File: config.mk
export PLATFORM = sky130hd
export DESIGN_NAME = player_move_ctrl
export DESIGN_NICKNAME = d
export VERILOG_FILES = /design/src/rtl/player_move_ctrl_pkg.sv /design/src/rtl/player_move_ctrl_axis_stepper.sv /design/src/rtl/player_move_ctrl.sv
export SDC_FILE = /design/constraint.sdc
export NUM_CORES = 1
export LEC_CHECK = 0
export ABC_CLOCK_PERIOD_IN_PS = 3600
export CORE_ASPECT_RATIO = 0.6
export CORE_MARGIN = 2
export CORE_UTILIZATION = 45
export DETAILED_ROUTE_END_ITERATION = 8
export PLACE_DENSITY = 0.79
export SLEW_MARGIN = 20
export SYNTH_ARGS = -nofsm -noshare
export SYNTH_HDL_FRONTEND = slang
export SYNTH_SLANG_ARGS = --single-unit
File: constraint.sdc
create_clock -name clk -period 3.6 [get_ports clk]
set_clock_uncertainty 0.15 [all_clocks]
set_input_delay 0.36 -clock clk [delete_from_list [all_inputs] [get_ports clk]]
set_output_delay 0.36 -clock clk [all_outputs]
set_load 0.01 [all_outputs]
File: src/rtl/player_move_ctrl_pkg.sv
// rtl/player_move_ctrl_pkg.sv - shared direction codes, screen/grid constants and state encodings
package player_move_ctrl_pkg;

  // Direction codes shared with the collision checker
  localparam logic [1:0] DIR_NONE = 2'd0;
  localparam logic [1:0] DIR_POS  = 2'd1;  // right / down
  localparam logic [1:0] DIR_NEG  = 2'd2;  // left / up

  // Movement configuration
  localparam logic [2:0] STEP      = 3'd2;
  localparam logic [9:0] X_INIT    = 10'd150;
  localparam logic [9:0] Y_INIT    = 10'd70;
  localparam logic [9:0] X_MAX_POS = 10'd620;
  localparam logic [9:0] Y_MAX_POS = 10'd460;
  localparam logic [5:0] TIMEOUT   = 6'd32;

  // Screen and map grid geometry
  localparam int SCREEN_W  = 640;
  localparam int SCREEN_H  = 480;
  localparam int GRID_X0   = 80;
  localparam int GRID_CELL = 60;
  localparam int GRID_N    = 8;

  // Externally visible sequence state
  typedef enum logic [3:0] {
    IDLE,
    X_CLR,
    X_START,
    X_WAIT,
    X_APPLY,
    Y_CLR,
    Y_START,
    Y_WAIT,
    Y_APPLY,
    FIN
  } state_t;

  // Per-axis stepper state
  typedef enum logic [2:0] {
    AX_IDLE,
    AX_CLR,
    AX_START,
    AX_WAIT,
    AX_APPLY
  } axis_state_t;

  // Frame-level phase of the top sequencer
  typedef enum logic [1:0] {
    PH_IDLE,
    PH_RUN,
    PH_FIN
  } phase_t;

  // Opposing buttons cancel to no movement on that axis
  function automatic logic [1:0] resolve_dir(input logic pos_btn, input logic neg_btn);
    if (pos_btn && !neg_btn) begin
      return DIR_POS;
    end else if (neg_btn && !pos_btn) begin
      return DIR_NEG;
    end
    return DIR_NONE;
  endfunction

endpackage

File: src/rtl/player_move_ctrl_axis_stepper.sv
// rtl/player_move_ctrl_axis_stepper.sv - per-axis clear/start/wait/apply loop with step counter and bound check (MOVE_TIMEOUT_EN adds wait watchdog)
module player_move_ctrl_axis_stepper
  import player_move_ctrl_pkg::*;
#(
  parameter logic [9:0] POS_INIT = 10'd0,
  parameter logic [9:0] POS_MAX  = 10'd0
) (
  input  logic        clk,
  input  logic        rst,
  input  logic        start,
  input  logic [1:0]  dir,
  input  logic        chk_done,
  input  logic        chk_valid,
  output logic [9:0]  pos,
  output axis_state_t ax_state,
  output logic        done,
  output logic        commit
`ifdef MOVE_TIMEOUT_EN
  ,
  output logic        tmo
`endif
);

  axis_state_t state_q, state_d;
  logic [2:0]  cnt_q, cnt_d;
  logic [9:0]  pos_q, pos_d;
  logic        at_bound;
  logic        skip;
`ifdef MOVE_TIMEOUT_EN
  logic [5:0]  tmo_cnt_q, tmo_cnt_d;
`endif

  // Never step past the screen edge: no wrap below 0 or above POS_MAX
  assign at_bound = ((dir == DIR_NEG) && (pos_q == 10'd0)) ||
                    ((dir == DIR_POS) && (pos_q == POS_MAX));
  assign skip     = (dir == DIR_NONE) || (cnt_q == 3'd0) || at_bound;

  assign pos      = pos_q;
  assign ax_state = state_q;

  // State, step counter and position registers
  always_ff @(posedge clk or posedge rst) begin
    if (rst) begin
      state_q <= AX_IDLE;
      cnt_q   <= STEP;
      pos_q   <= POS_INIT;
`ifdef MOVE_TIMEOUT_EN
      tmo_cnt_q <= 6'd0;
`endif
    end else begin
      state_q <= state_d;
      cnt_q   <= cnt_d;
      pos_q   <= pos_d;
`ifdef MOVE_TIMEOUT_EN
      tmo_cnt_q <= tmo_cnt_d;
`endif
    end
  end

  // Next-state logic: one checked pixel per CLR..APPLY loop, done pulses when the axis ends
  always_comb begin
    state_d = state_q;
    cnt_d   = cnt_q;
    pos_d   = pos_q;
    done    = 1'b0;
    commit  = 1'b0;
`ifdef MOVE_TIMEOUT_EN
    tmo_cnt_d = tmo_cnt_q;
    tmo       = 1'b0;
`endif
    case (state_q)
      AX_IDLE: begin
        if (start) begin
          cnt_d   = STEP;
          state_d = AX_CLR;
        end
      end
      AX_CLR: begin
        if (skip) begin
          done    = 1'b1;
          state_d = AX_IDLE;
        end else begin
          state_d = AX_START;
        end
      end
      AX_START: begin
        state_d = AX_WAIT;
`ifdef MOVE_TIMEOUT_EN
        tmo_cnt_d = 6'd0;
`endif
      end
      AX_WAIT: begin
        if (chk_done) begin
          state_d = AX_APPLY;
        end
`ifdef MOVE_TIMEOUT_EN
        else if (tmo_cnt_q == TIMEOUT - 6'd1) begin
          // A silent checker counts as a blocked pixel
          tmo     = 1'b1;
          done    = 1'b1;
          cnt_d   = STEP;
          state_d = AX_IDLE;
        end else begin
          tmo_cnt_d = tmo_cnt_q + 6'd1;
        end
`endif
      end
      AX_APPLY: begin
        if (chk_valid) begin
          if (dir == DIR_POS) begin
            pos_d = pos_q + 10'd1;
          end else if (dir == DIR_NEG) begin
            pos_d = pos_q - 10'd1;
          end
          cnt_d   = cnt_q - 3'd1;
          commit  = 1'b1;
          state_d = AX_CLR;
        end else begin
          // Blocked: stop this axis so the other one can still slide along the wall
          cnt_d   = STEP;
          done    = 1'b1;
          state_d = AX_IDLE;
        end
      end
      default: state_d = AX_IDLE;
    endcase
  end

endmodule

File: src/rtl/player_move_ctrl.sv
// rtl/player_move_ctrl.sv - per-frame player movement sequencer driving the collision checker (optional MOVE_TIMEOUT_EN watchdog)
module player_move_ctrl
  import player_move_ctrl_pkg::*;
(
  input  logic       clk,
  input  logic       rst,
  input  logic       frame_tick,
  input  logic       btn_left,
  input  logic       btn_right,
  input  logic       btn_up,
  input  logic       btn_down,
  input  logic       chk_done,
  input  logic       chk_valid,
  output logic       chk_rst_n,
  output logic       chk_start,
  output logic [1:0] chk_l_r,
  output logic [1:0] chk_u_d,
  output logic [9:0] x_pos,
  output logic [9:0] y_pos,
  output logic       busy,
  output logic       moved,
  output logic       timeout_err
);

  phase_t      phase_q, phase_d;
  logic [1:0]  x_dir_q, x_dir_d;
  logic [1:0]  y_dir_q, y_dir_d;
  logic        moved_flag_q, moved_flag_d;
  logic        moved_q, moved_d;
  logic        x_start;
  logic        x_done, y_done;
  logic        x_commit, y_commit;
  axis_state_t x_state, y_state;
  state_t      state;
`ifdef MOVE_TIMEOUT_EN
  logic        x_tmo, y_tmo;
  logic        timeout_err_q, timeout_err_d;
`endif

  // X axis runs first; its completion starts the Y axis
  player_move_ctrl_axis_stepper #(
    .POS_INIT (X_INIT),
    .POS_MAX  (X_MAX_POS)
  ) u_x_stepper (
    .clk       (clk),
    .rst       (rst),
    .start     (x_start),
    .dir       (x_dir_q),
    .chk_done  (chk_done),
    .chk_valid (chk_valid),
    .pos       (x_pos),
    .ax_state  (x_state),
    .done      (x_done),
    .commit    (x_commit)
`ifdef MOVE_TIMEOUT_EN
    ,
    .tmo       (x_tmo)
`endif
  );

  player_move_ctrl_axis_stepper #(
    .POS_INIT (Y_INIT),
    .POS_MAX  (Y_MAX_POS)
  ) u_y_stepper (
    .clk       (clk),
    .rst       (rst),
    .start     (x_done),
    .dir       (y_dir_q),
    .chk_done  (chk_done),
    .chk_valid (chk_valid),
    .pos       (y_pos),
    .ax_state  (y_state),
    .done      (y_done),
    .commit    (y_commit)
`ifdef MOVE_TIMEOUT_EN
    ,
    .tmo       (y_tmo)
`endif
  );

  // Frame phase, latched directions and move reporting
  always_ff @(posedge clk or posedge rst) begin
    if (rst) begin
      phase_q      <= PH_IDLE;
      x_dir_q      <= DIR_NONE;
      y_dir_q      <= DIR_NONE;
      moved_flag_q <= 1'b0;
      moved_q      <= 1'b0;
    end else begin
      phase_q      <= phase_d;
      x_dir_q      <= x_dir_d;
      y_dir_q      <= y_dir_d;
      moved_flag_q <= moved_flag_d;
      moved_q      <= moved_d;
    end
  end

  // Accept a frame only when idle; ticks arriving mid-sequence are dropped
  always_comb begin
    phase_d      = phase_q;
    x_dir_d      = x_dir_q;
    y_dir_d      = y_dir_q;
    moved_flag_d = moved_flag_q | x_commit | y_commit;
    moved_d      = 1'b0;
    x_start      = 1'b0;
    case (phase_q)
      PH_IDLE: begin
        if (frame_tick) begin
          x_dir_d = resolve_dir(btn_right, btn_left);
          y_dir_d = resolve_dir(btn_down, btn_up);
          x_start = 1'b1;
          phase_d = PH_RUN;
        end
      end
      PH_RUN: begin
        if (y_done) begin
          phase_d = PH_FIN;
        end
      end
      PH_FIN: begin
        moved_d      = moved_flag_q;
        moved_flag_d = 1'b0;
        phase_d      = PH_IDLE;
      end
      default: phase_d = PH_IDLE;
    endcase
  end

  // Combined sequence state as seen from outside
  always_comb begin
    state = IDLE;
    if (phase_q == PH_FIN) begin
      state = FIN;
    end else if (phase_q == PH_RUN) begin
      case (x_state)
        AX_CLR:   state = X_CLR;
        AX_START: state = X_START;
        AX_WAIT:  state = X_WAIT;
        AX_APPLY: state = X_APPLY;
        default: begin
          case (y_state)
            AX_CLR:   state = Y_CLR;
            AX_START: state = Y_START;
            AX_WAIT:  state = Y_WAIT;
            AX_APPLY: state = Y_APPLY;
            default:  state = IDLE;
          endcase
        end
      endcase
    end
  end

  assign busy      = (phase_q != PH_IDLE);
  assign moved     = moved_q;
  assign chk_rst_n = ~rst & ~((state == X_CLR) || (state == Y_CLR));
  assign chk_start = (x_state == AX_START) || (y_state == AX_START);
  assign chk_l_r   = ((x_state == AX_CLR) || (x_state == AX_START) || (x_state == AX_WAIT)) ? x_dir_q : DIR_NONE;
  assign chk_u_d   = ((y_state == AX_CLR) || (y_state == AX_START) || (y_state == AX_WAIT)) ? y_dir_q : DIR_NONE;

`ifdef MOVE_TIMEOUT_EN
  assign timeout_err_d = timeout_err_q | x_tmo | y_tmo;

  // Sticky watchdog flag, cleared only by reset
  always_ff @(posedge clk or posedge rst) begin
    if (rst) begin
      timeout_err_q <= 1'b0;
    end else begin
      timeout_err_q <= timeout_err_d;
    end
  end

  assign timeout_err = timeout_err_q;
`else
  assign timeout_err = 1'b0;
`endif

endmodule

---- After elaboration in Yosys (flattened, before gate mapping) ----
Cells that the tools add are included.
word-level totals
  flip-flop bits (word level) ............. 40
  ROM bits ................................ 0
  bits in writable memories ............... 0
  memories ................................ 0
  logic and storage cells ................. 145
  bits of input ports ..................... 9
  latch bits .............................. 0
operators by class
  $lt $le $gt $ge ......................... 0
  shift-type cells ........................ 0
  bitwise logic cells ..................... 5
  div/mod/pow operators ................... 0
  add/subtract/negate cells ............... 6
  multiplexer cells ....................... 53
  reduce and logical (&&, ||, !) cells .... 46
  $mul .................................... 0
  eq/ne operators ......................... 24
operator list
  cell                                                                   number
  10-bit two-way mux                                                     4
  4-bit case mux with 4 select lines                                     2
  3-bit case mux with 5 select lines                                     2
  2-bit two-way mux                                                      12
  3-bit two-way mux                                                      7
  10-bit by 1-bit adder with 10-bit output (second input constant)       2
  10-bit logical NOT                                                     2
  10-bit by 1-bit subtractor with 10-bit output (second input constant)  2
  1-bit two-way mux                                                      19
  3-bit by 2-bit == test with 1-bit output (second input constant)       4
  3-bit logical NOT                                                      4
  1-bit logical OR                                                       12
  3-bit case mux with 2 select lines                                     2
  2-bit AND reduction                                                    6
  10-bit == test (second input constant)                                 1
  10-bit by 9-bit == test with 1-bit output (second input constant)      1
  2-bit nonzero test                                                     5
  1-bit logical AND                                                      8
  4-bit two-way mux                                                      2
  2-bit != test (second input constant)                                  4
  2-bit by 1-bit == test with 1-bit output (second input constant)       3
  2-bit == test (second input constant)                                  3
  3-bit by 1-bit == test with 1-bit output (second input constant)       2
  3-bit == test (second input constant)                                  2
  12 further kinds                                                       23

---- Longest topological paths before layout ----
  depth in word-level cells ............... 9
  depth in mapped cells ................... 10

---- Hierarchy ----
A second synthesis with hierarchy kept.
second synthesis, totals
  cells, all modules ...................... 305
  area total of the unflattened synthesis .. 2,732.6 µm²
by module, submodules not included
  module                                        cells each  times used  area each (µm²)  seq. area each (µm²)
  player_move_ctrl_axis_stepper at u_x_stepper  132         1           1,193.6          406.6
  player_move_ctrl_axis_stepper at u_y_stepper  124         1           1,108.6          405.4
  player_move_ctrl                              49          1           430.4            200.2

---- Least setup slack after synthesis ----
No wires, ideal clock.
  path type ............................... register to register
  start point ............................. register x_dir_q[1]
  end point ............................... register u_x_stepper.pos_q[9], in the netlist u_x_stepper.pos[9]
  data required time ...................... 3.370 ns
  cell stages (with the launch flop) ...... 11
  buffers on the path ..................... 0
  library setup time ...................... 0.080 ns
  period minus slack after synthesis ...... 2.527 ns
  path slack .............................. 1.073 ns
  data arrival time ....................... 2.297 ns
  cell sequence ........................... dfrtp_1 inv_1 ha_1 inv_1 ha_1 a211o_2 a211oi_1 o21bai_1 o22ai_1 mux2i_1 xnor2_1
on the way
  word-level cells in the longest chain between the ends .. 3
ends and longest elaborated chain
  item                                                                              line                                                                        source
  start: declaration                                                                player_move_ctrl.sv:26                                                      logic [1:0] x_dir_q, x_dir_d;
  start signal: assignment                                                          player_move_ctrl.sv:91                                                      x_dir_q <= x_dir_d;
  2-bit by 1-bit == test with 1-bit output / 2-bit == test (equally long branches)  player_move_ctrl_axis_stepper.sv:110, player_move_ctrl_axis_stepper.sv:112
  2-bit nonzero test (no source line)                                               n/a
  3-bit AND reduction (no source line)                                              n/a
  end signal: assignment                                                            player_move_ctrl_axis_stepper.sv:53                                         pos_q <= pos_d;
  end: declaration                                                                  player_move_ctrl_axis_stepper.sv:26                                         logic [9:0] pos_q, pos_d;
Several ways; a longest one is shown, not always the timed one.
A chain may end at the register's enable or synchronous reset.

---- Worst setup path in the final report ----
Ends and elaborated chain as after synthesis.

==> flow_metrics.env <==
export IMPL_status="complete, no violations"
export IMPL_min_from="phase_q[1]"
export IMPL_synth_nets=339
export IMPL_fin_cells=420
export IMPL_numPortBuffers=36
export IMPL_ys_types=50
export IMPL_drt_iter0_drc=123
export IMPL_setup_viol=0
export IMPL_criticalPathCategory="flip-flop to flip-flop"
export IMPL_clk_pin_slew_ns=0.08
export IMPL_min_path_cells=1
export IMPL_ys_ff_latch=40
export IMPL_cts_buffers=5
export IMPL_slowest_stage="dfrtp_1"
export IMPL_maxCapViolCount=0
export IMPL_n_antenna_cell=0
export IMPL_critPathRequiredTime_ns=3.67
export IMPL_ctsHoldBuffers=0
export IMPL_grt_pass1_vias=2174
export IMPL_path_buf_inv=2
export IMPL_dr_wl_met3_um=232
export IMPL_syn_inst=302
export IMPL_tns_ns=0
export IMPL_timing_hold_violations_final=0
export IMPL_hold_end="moved_flag_q"
export IMPL_drtAntennaViolNets=0
export IMPL_reg2reg_from="x_dir_q[1]"
export IMPL_maxSlewHeadroom=0.5552
export IMPL_grt_total_usage=0.2026
export IMPL_vdd_ir_drop_worst_v=0.0004929
export IMPL_layout_nets=376
export IMPL_met1_length_um=3375
export IMPL_worstPathMaxFanout=9
export IMPL_power_density_mw_per_mm2=965.8
export IMPL_clock_fmax_mhz=344.5
export IMPL_num_fill_cells=504
export IMPL_die_w_um=104.3
export IMPL_dr_pass1_iters=4
export IMPL_syn_area_per_cell_um2=8.990
export IMPL_io_pins=38
export IMPL_antenna_found_initial=0
export IMPL_place_inst=412
export IMPL_hp_class="flip-flop to flip-flop"
export IMPL_cts_resized=0
export IMPL_drcViolationCount=0
export IMPL_num_vias=2284
export IMPL_leakagePower_nw=1.415
export IMPL_slew_violations=0
export IMPL_rsz0062_at_grt="false"
export IMPL_finalCriticalPeriod_ns=2.903
export IMPL_wl_per_cell_um=15.03
export IMPL_fp_coreArea_mm2=0.005702
export IMPL_ctsLongestPathBuffers=2
export IMPL_floorplan_die_area_mm2=0.006691
export IMPL_path_delay_family="compound AO/OA/AOI/OAI gates"
export IMPL_tritoncts="yes"
export IMPL_fp_dieH_um=64.17
export IMPL_grt_pass1_wl_um=10850
export IMPL_postCtsSetupRepairBufs=0
export IMPL_wirelength_um=6311
export IMPL_grt_start_max_net_pins=41
export IMPL_dr_max_layer_used="met4"
export IMPL_clock_latency_ns=0.29
export IMPL_synthTopCellsByArea="dfrtp_1 29%, ha_1 12%, dfstp_2 8.7%, o21ai_0 5.3%, nand2_1 3.9%"
export IMPL_setup_slack_ns=0.6974
export IMPL_yosysTopAreaCell="dfrtp_1"
export IMPL_h_tree_depth=2
export IMPL_gp_congestion=0.9622
export IMPL_rr_endpoint="u_x_stepper.pos[9]"
export IMPL_vias_per_cell=5.438
export IMPL_num_rows=21
export IMPL_met2WireLength_um=2614
export IMPL_place_ws_ns=0.7799
export IMPL_reg2reg_depth=10
export IMPL_end_kind="flip-flop"
export IMPL_yosysWarningCount=0
export IMPL_synth_top_area_frac=0.2857
export IMPL_netlist_area_mm2=0.002715
export IMPL_worst_pin_slew_ns=0.6657
export IMPL_drive_gt1_frac=0.07059
export IMPL_detailed_place_hpwl_um=4826
export IMPL_worstPathArrival_ns=2.97
export IMPL_ys_seq_area_frac=0.3728
export IMPL_rrSetupSlack_ns=0.70
export IMPL_area_growth_syn_to_layout_pct=18.94
export IMPL_grt_overflow_total=0
export IMPL_cp_start_kind="flip-flop"
export IMPL_cts_sinks=40
export IMPL_crit_path_max_incr_delay_ns=0.38
export IMPL_root_buffer="clkbuf_8"
export IMPL_initial_core_util=0.4762
export IMPL_min_period_over_period=0.8063
export IMPL_crit_path_cell_trace="inv_1, ha_1, inv_1, ha_1, a211o_2, a211oi_1, o21bai_1, o22ai_1, mux2i_1, xnor2_1"
==> per-layer routing <==
metal  global-route usage  vias up
met5                    0        -
met4              0.05068        0
met3              0.03776        9
met2               0.2917       47
met1               0.3094     1078
li1                     -     1150
==> cell families (layout without fill, tap and decap cells) <==
family	count (synthesis)	count (layout)	share of synthesized area
DFF	40	40	0.3728
muxes	3	3	0.01152
other	1	1	0.001381
buffers and inverters	32	70	0.04747
AOI/OAI and AO/OA	86	86	0.2055
and+or+nand+nor	99	99	0.1848
xor gates and xnor gates	13	13	0.04194
adders and majority gates	28	28	0.1346
==> sequential cells by signal, indices dropped and copies added, names as in the netlist <==
| name | count |
|---|---|
| u_y_stepper.ax_state | 3 |
| u_y_stepper.pos | 10 |
| x_dir_q | 2 |
| u_x_stepper.pos | 10 |
| y_dir_q | 2 |
| moved_flag_q | 1 |
| u_x_stepper.ax_state | 3 |
| moved | 1 |
| u_x_stepper.cnt_q | 3 |
| phase_q | 2 |
| u_y_stepper.cnt_q | 3 |
==> how the worst max path moves through the flow <==
stage | start | endpoint | slack, ns | depth (start not counted)
4_1_cts | x_dir_q[1] | u_x_stepper.pos[9] | 0.75 | 10
6_report | x_dir_q[1] | u_x_stepper.pos[9] | 0.70 | 10
2_1_floorplan | x_dir_q[1] | u_x_stepper.pos[9] | 1.07 | 10
3_3_place_gp | y_dir_q[1] | u_y_stepper.pos[9] | 0.88 | 10
3_5_place_dp | x_dir_q[1] | u_x_stepper.pos[9] | 0.78 | 10
5_1_grt | x_dir_q[1] | u_x_stepper.pos[9] | 0.52 | 10
==> layout by cell type, fill, tap and decap left out, drive strengths merged, types with 9 or more instances in the layout <==
master	count
o21ai	30
clkdlybuf4s50	36
dfrtp	31
nand2	28
nor3	12
dfstp	9
inv	25
a21oi	17
nor2	21
ha	26
==> per-stage QoR <==
stage	hold WS (ns)	utilization	instance area (µm²)	total power, W
2_1_floorplan	0.3011	-	2715	0.002217
5_1_grt	0.3700	0.5664	3229	0.003413
3_3_place_gp	0.3274	0.5521	3148	0.002740
6_report	0.3505	0.5664	3229	0.003119
4_1_cts	0.3499	0.5664	3229	0.003118
3_5_place_dp	0.3396	0.5521	3148	0.002806
==> synthesized netlist by cell type, drive strengths merged <==
cell type  count
a2111oi        2
nand3          6
conb           1
a21o           4
nor2b          3
buf            5
o21ai         30
nor3          12
o21a           6
nor4b          2
ha            26
nor2          21
a2bb2o         1
a211o          2
nand3b         6
inv           25
nor3b          5
and2           2
a31o           1
nand2b         4
dfrtp         31
a31oi          1
o22ai          4
mux2i          2
a32o           1
xor2           7
xnor2          6
o21bai         3
or4            3
nand2         28
o211ai         1
and3           5
fa             2
mux2           1
a221oi         3
a311o          1
o31ai          5
nand4          2
a22oi          1
a21oi         17
a211oi         3
clkbuf         2
dfstp          9
==> layout make-up <==
cell class	instances	area, µm²	share of cell area
clock buffer	7	76.32	0.02363
inverter	25	93.84	0.02906
multi-input combinational	230	1574	0.4874
clock inverter	1	5.005	0.001550
timing repair buffer	37	367.9	0.1139
sequential	40	1012	0.3134
tap	80	100.1	0.03100
==> power breakdown <==
part / internal [W] / switching, W / total (W)
logic: 0.000940 / 0.00104 / 0.00198
registers: 0.000638 / 0.000204 / 0.000842
clock network: 0.000136 / 0.000159 / 0.000295
total: 0.00171 / 0.00140 / 0.00312
No activity file was read; power rests on OpenSTA's default activity.
